===== src/rtl/rv32_mem_arbiter.sv =====
// rv32_mem_arbiter: shares one memory bus between fetch (I) and load/store (D).
// Round-robin on ties, grant locked per transaction, watchdog on hung bus.
module rv32_mem_arbiter #(
  parameter int unsigned TIMEOUT_CYCLES = 255,
  parameter int unsigned CNT_WIDTH      = 8
) (
  input  logic        clk,
  input  logic        reset_n,
  input  logic        instr_read_in,
  input  logic [31:0] instr_address_in,
  output logic        instr_ready_out,
  output logic        instr_fault_out,
  input  logic        data_read_in,
  input  logic        data_write_in,
  input  logic [31:0] data_address_in,
  input  logic [3:0]  data_write_mask_in,
  input  logic [31:0] data_write_value_in,
  output logic        data_ready_out,
  output logic        data_fault_out,
  output logic [31:0] read_value_out,
  output logic [31:0] mem_address_out,
  output logic        mem_read_out,
  output logic        mem_write_out,
  output logic [3:0]  mem_write_mask_out,
  output logic [31:0] mem_write_value_out,
  input  logic [31:0] mem_read_value_in,
  input  logic        mem_ready_in
);

  typedef enum logic [1:0] {
    IDLE,
    BUSY_I,
    BUSY_D
  } state_t;

  localparam logic [CNT_WIDTH-1:0] TMO = CNT_WIDTH'(TIMEOUT_CYCLES);

  state_t               state;
  logic                 last_grant;
  logic                 d_wr;
  logic [CNT_WIDTH-1:0] cnt;

  logic req_i, req_d;
  logic win_i, win_d;
  logic idle;
  logic sel_i, sel_d;
  logic cur_wr;
  logic timeout;
  logic done, fault;

  assign req_i = instr_read_in;
  assign req_d = data_read_in | data_write_in;

  assign win_i = req_i & (~req_d | last_grant);
  assign win_d = req_d & (~req_i | ~last_grant);

  assign idle  = (state == IDLE);
  assign sel_i = reset_n & (idle ? win_i : (state == BUSY_I));
  assign sel_d = reset_n & (idle ? win_d : (state == BUSY_D));

  // a store wins over a simultaneous load; type is latched at issue
  assign cur_wr = idle ? data_write_in : d_wr;

  assign timeout = (TIMEOUT_CYCLES != 0) && !idle && (cnt == TMO);
  assign done    = reset_n & (mem_ready_in | timeout);
  assign fault   = reset_n & timeout & ~mem_ready_in;

  assign instr_ready_out = sel_i & done;
  assign instr_fault_out = sel_i & fault;
  assign data_ready_out  = sel_d & done;
  assign data_fault_out  = sel_d & fault;

  assign read_value_out = (fault | ~reset_n) ? 32'd0 : mem_read_value_in;

  // steer the granted port onto the bus
  always_comb begin
    mem_address_out     = '0;
    mem_read_out        = 1'b0;
    mem_write_out       = 1'b0;
    mem_write_mask_out  = '0;
    mem_write_value_out = '0;
    unique case (1'b1)
      sel_i: begin
        mem_address_out = instr_address_in;
        mem_read_out    = 1'b1;
      end
      sel_d: begin
        mem_address_out = data_address_in;
        mem_write_out   = cur_wr;
        mem_read_out    = ~cur_wr;
        if (cur_wr) begin
          mem_write_mask_out  = data_write_mask_in;
          mem_write_value_out = data_write_value_in;
        end
      end
      default: ;
    endcase
  end

  // grant state, round-robin pointer and watchdog counter
  always_ff @(posedge clk or negedge reset_n) begin
    if (!reset_n) begin
      state      <= IDLE;
      last_grant <= 1'b1;
      d_wr       <= 1'b0;
      cnt        <= '0;
    end else begin
      unique case (state)
        IDLE: begin
          if (win_i | win_d) begin
            if (win_d) d_wr <= data_write_in;
            if (mem_ready_in) begin
              last_grant <= win_d;
            end else begin
              state <= win_d ? BUSY_D : BUSY_I;
              cnt   <= CNT_WIDTH'(1);
            end
          end
        end
        BUSY_I, BUSY_D: begin
          if (mem_ready_in | timeout) begin
            state      <= IDLE;
            last_grant <= (state == BUSY_D);
            cnt        <= '0;
          end else if (cnt != '1) begin
            cnt <= cnt + CNT_WIDTH'(1);
          end
        end
        default: state <= IDLE;
      endcase
    end
  end

endmodule


===== config.mk =====
export PLATFORM = sky130hd
export DESIGN_NAME = rv32_mem_arbiter
export DESIGN_NICKNAME = d
export VERILOG_FILES = /design/src/rtl/rv32_mem_arbiter.sv
export SDC_FILE = /design/constraint.sdc
export NUM_CORES = 1
export LEC_CHECK = 0
export BUFFER_PORTS_ARGS = -buffer_cell sky130_fd_sc_hd__buf_2
export CAP_MARGIN = 20
export CORE_AREA = 2 2 96 98
export CTS_CLUSTER_DIAMETER = 40
export DETAILED_ROUTE_END_ITERATION = 12
export DIE_AREA = 0 0 98 100
export PLACE_DENSITY_LB_ADDON = 0.05
export SKIP_LAST_GASP = 1
export SLEW_MARGIN = 0
export SYNTH_ARGS = -nofsm -noshare
export SYNTH_HDL_FRONTEND = slang
export SYNTH_SLANG_ARGS = --single-unit

===== constraint.sdc =====
create_clock -name clk -period 1.81 [get_ports clk]
set_input_delay 0.0905 -clock clk [delete_from_list [all_inputs] [get_ports clk]]
set_output_delay 0.0905 -clock clk [all_outputs]
set_load 0.01 [all_outputs]

==> run metrics <==
Tot GR Track Use=15.3%; via count of the first global-routing pass=2295; Detailed Place HPWL=approximately 6600 um; slew at the pin closest to its max-slew limit=370 ps; initial antenna violation count=0; sequential fraction of the synthesis area=18.0%; Leak=~2.2 nW; reg2reg start=state[1]$_DFFE_PN0P_; RSZ-0062 raised after global routing=yes; Async SR Flop Fraction=100%; I/O pin total=244; I/O Buffers=around 240; CTS tree=built; Pwr Total=3.26 mW; period utilization=110%; clock buffer depth=2; Critical Path RT=1720 ps; pin count of the biggest net entering global routing=38; Worst Hold Launch=data_write_in; worst setup margin=-177 ps; top post-synthesis cells by area=and2_1, a22o_1, dfrtp_1; CTS H-tree lvls=1; clock slew at reported path FFs=60 ps; vias per std cell=4.41; top cells by count, synth=and2_1, a22o_1, dfrtp_1, o21ai_0, nor2b_1; via count=2626; die area=9800 um^2; Layout Cells excl Fill=slightly below 600; Max Freq=about 500 MHz; Most used DFF post-synth=dfrtp_1; area leader, netlist=and2_1; Remaining DRCs=0; Max Cap Viol=0; worst skew pair latency=roughly 240 ps; Distinct cells, synth=38; Hold WC Path Type=primary input to register; Worst setup SP type=register; Avg WL per Cell=15.3 um; nets=629; Num CTS Buffers=3; dpl cell area=around 3100 um^2; status=finished with violations; Die H=100 um; Pre-antenna DRT Iters=4; setup_tns=-12860 ps; first-pass GRT wire length=between 10000 and 15000 um; DRT Wirelength=between 9000 and 10000 um; Setup CP Type=register to primary output; CTS sink count=12; utilization after layout=43.7%; Worst Path Arrival=between 1500 and 2000 ps; Yosys top cell area share=25.8%; worst relative slew slack=75.1%; syn nets=355; PwrDens=839 nW/um^2; DP Worst Slack=-109 ps; R2R Setup Slk=30 ps; syn avg cell area=a little under 8 um^2; FP Rows=35; yosys warns=0; Routed Antenna Nets=0; EDFF count, synth=0; Root Buffer=clkbuf_8; Post-Place Cells=571; most common cell in the netlist=and2_1; Die X=98 um; # setup viols final=between 100 and 150; hold_ws=233 ps; skew final=roughly 1.0 ps; Diodes inserted=0; failing checks=setup timing; Slew Limit Fails=0; Cell Area, Synth=1670 um^2; CP startpoint=state[1]$_DFFE_PN0P_; Starting Density=about a fifth; Syn Inst Count=between 200 and 250; global route total overflow=0; post-route cell area=~3900 um^2; core area=8890 um^2; VDD IR-drop max=0.283 mV; GP Congestion=roughly 0.79; Initial DRC Count=50; min Tclk post-route=1990 ps; area grow syn2layout=132%; share of layout cells above drive strength 1=67.8%; endpoints failing hold=0; crit-path max FO=8; Worst Setup End Kind=primary output; Seq cells post-synth=12
registers in the layout, indices dropped and copies added, names as in the netlist:
name and count:
state 2, d_wr 1, last_grant 1, cnt 8
critical path, cell delays in order (launching register included):
cell and delay, ps:
dfrtp_1 400, inv_2 90, buf_4 130, ha_4 120
inv_2 40, o22ai_4 160, and2_4 270, clkbuf_16 180
a22o_1 140, buf_2 130
timing repair:
item | CTS | global route
cloned | 3 | 9
hold buffers | 1 | 0
resized for setup | 27 | 60
pin swaps | 3 | 23
buffers inserted | 6 | 4
endpoints found under the setup margin | 116 | 114
hold endpoints to repair | 11 | 0
power breakdown:
group          switching [mW]  internal [mW]
Sequential             0.0534          0.335
Combinational            1.13           1.44
Clock                   0.107          0.192
worst paths after layout:
path / end / cells after the start
min in group asynchronous: d_wr$_DFFE_PN0P_ / 3
hold reg to reg: cnt[6]$_DFFE_PN0P_ / 1
setup / recovery: mem_address_out[30] / 9
setup reg to reg: cnt[2]$_DFFE_PN0P_ / 8
hold / removal: d_wr$_DFFE_PN0P_ / 3
max in group asynchronous: last_grant$_DFFE_PN1P_ / 3
kinds of logic (layout without fill, tap and decap cells):
| group | after synthesis | count (layout) | synth area share, % |
|---|---|---|---|
| multiplexers | 2 | 2 | 1.27 |
| adder cells (fa/ha/maj) | 5 | 5 | 3.74 |
| flip-flops | 12 | 12 | 18.0 |
| AND/OR/NAND/NOR | 108 | 108 | 39.5 |
| AO/OA/AOI/OAI | 62 | 62 | 29.8 |
| buffers and inverters | 23 | 296 | 7.63 |
cell usage in the layout, fill, tap and decap left out, drive strengths merged:
cell | netlist | routed
dfstp | 1 | 1
nor2b | 8 | 8
buf | 11 | 277
o22ai | 3 | 3
a2bb2oi | 1 | 1
nor3 | 2 | 2
dfrtp | 11 | 11
nand2 | 7 | 7
dlygate4sd3 | 0 | 1
a21o | 1 | 1
nand4 | 3 | 3
nor4b | 1 | 1
a22o | 38 | 38
o21bai | 1 | 1
a21boi | 2 | 2
o211ai | 2 | 2
a21oi | 1 | 1
o311ai | 1 | 1
ha | 5 | 5
nor3b | 2 | 2
nand2b | 1 | 1
and2 | 69 | 69
nor2 | 5 | 5
and4 | 2 | 2
o221ai | 1 | 1
nand3 | 2 | 2
clkbuf | 5 | 11
o21a | 1 | 1
mux2 | 1 | 1
o21ai | 10 | 10
and3 | 5 | 5
inv | 7 | 7
nand4b | 1 | 1
mux2i | 1 | 1
per-layer routing:
metal	global-route usage, %	wire length (um)	share of wire (%)
met1	18.0	3500	38
met2	29.3	4960	55
met3	2.09	513	5.6
met4	3.21	122	1.3
met5	0	0	0
final cells by class:
type / count / area [um^2]
Fill cell: 936 / 5010
Sequential cell: 12 / 302
Multi-Input combinational cell: 177 / 1420
Tap cell: 111 / 139
Inverter: 7 / 26.3
Timing Repair Buffer: 285 / 1940
Clock buffer: 4 / 55.1
Power figures use the tool's default switching activity.
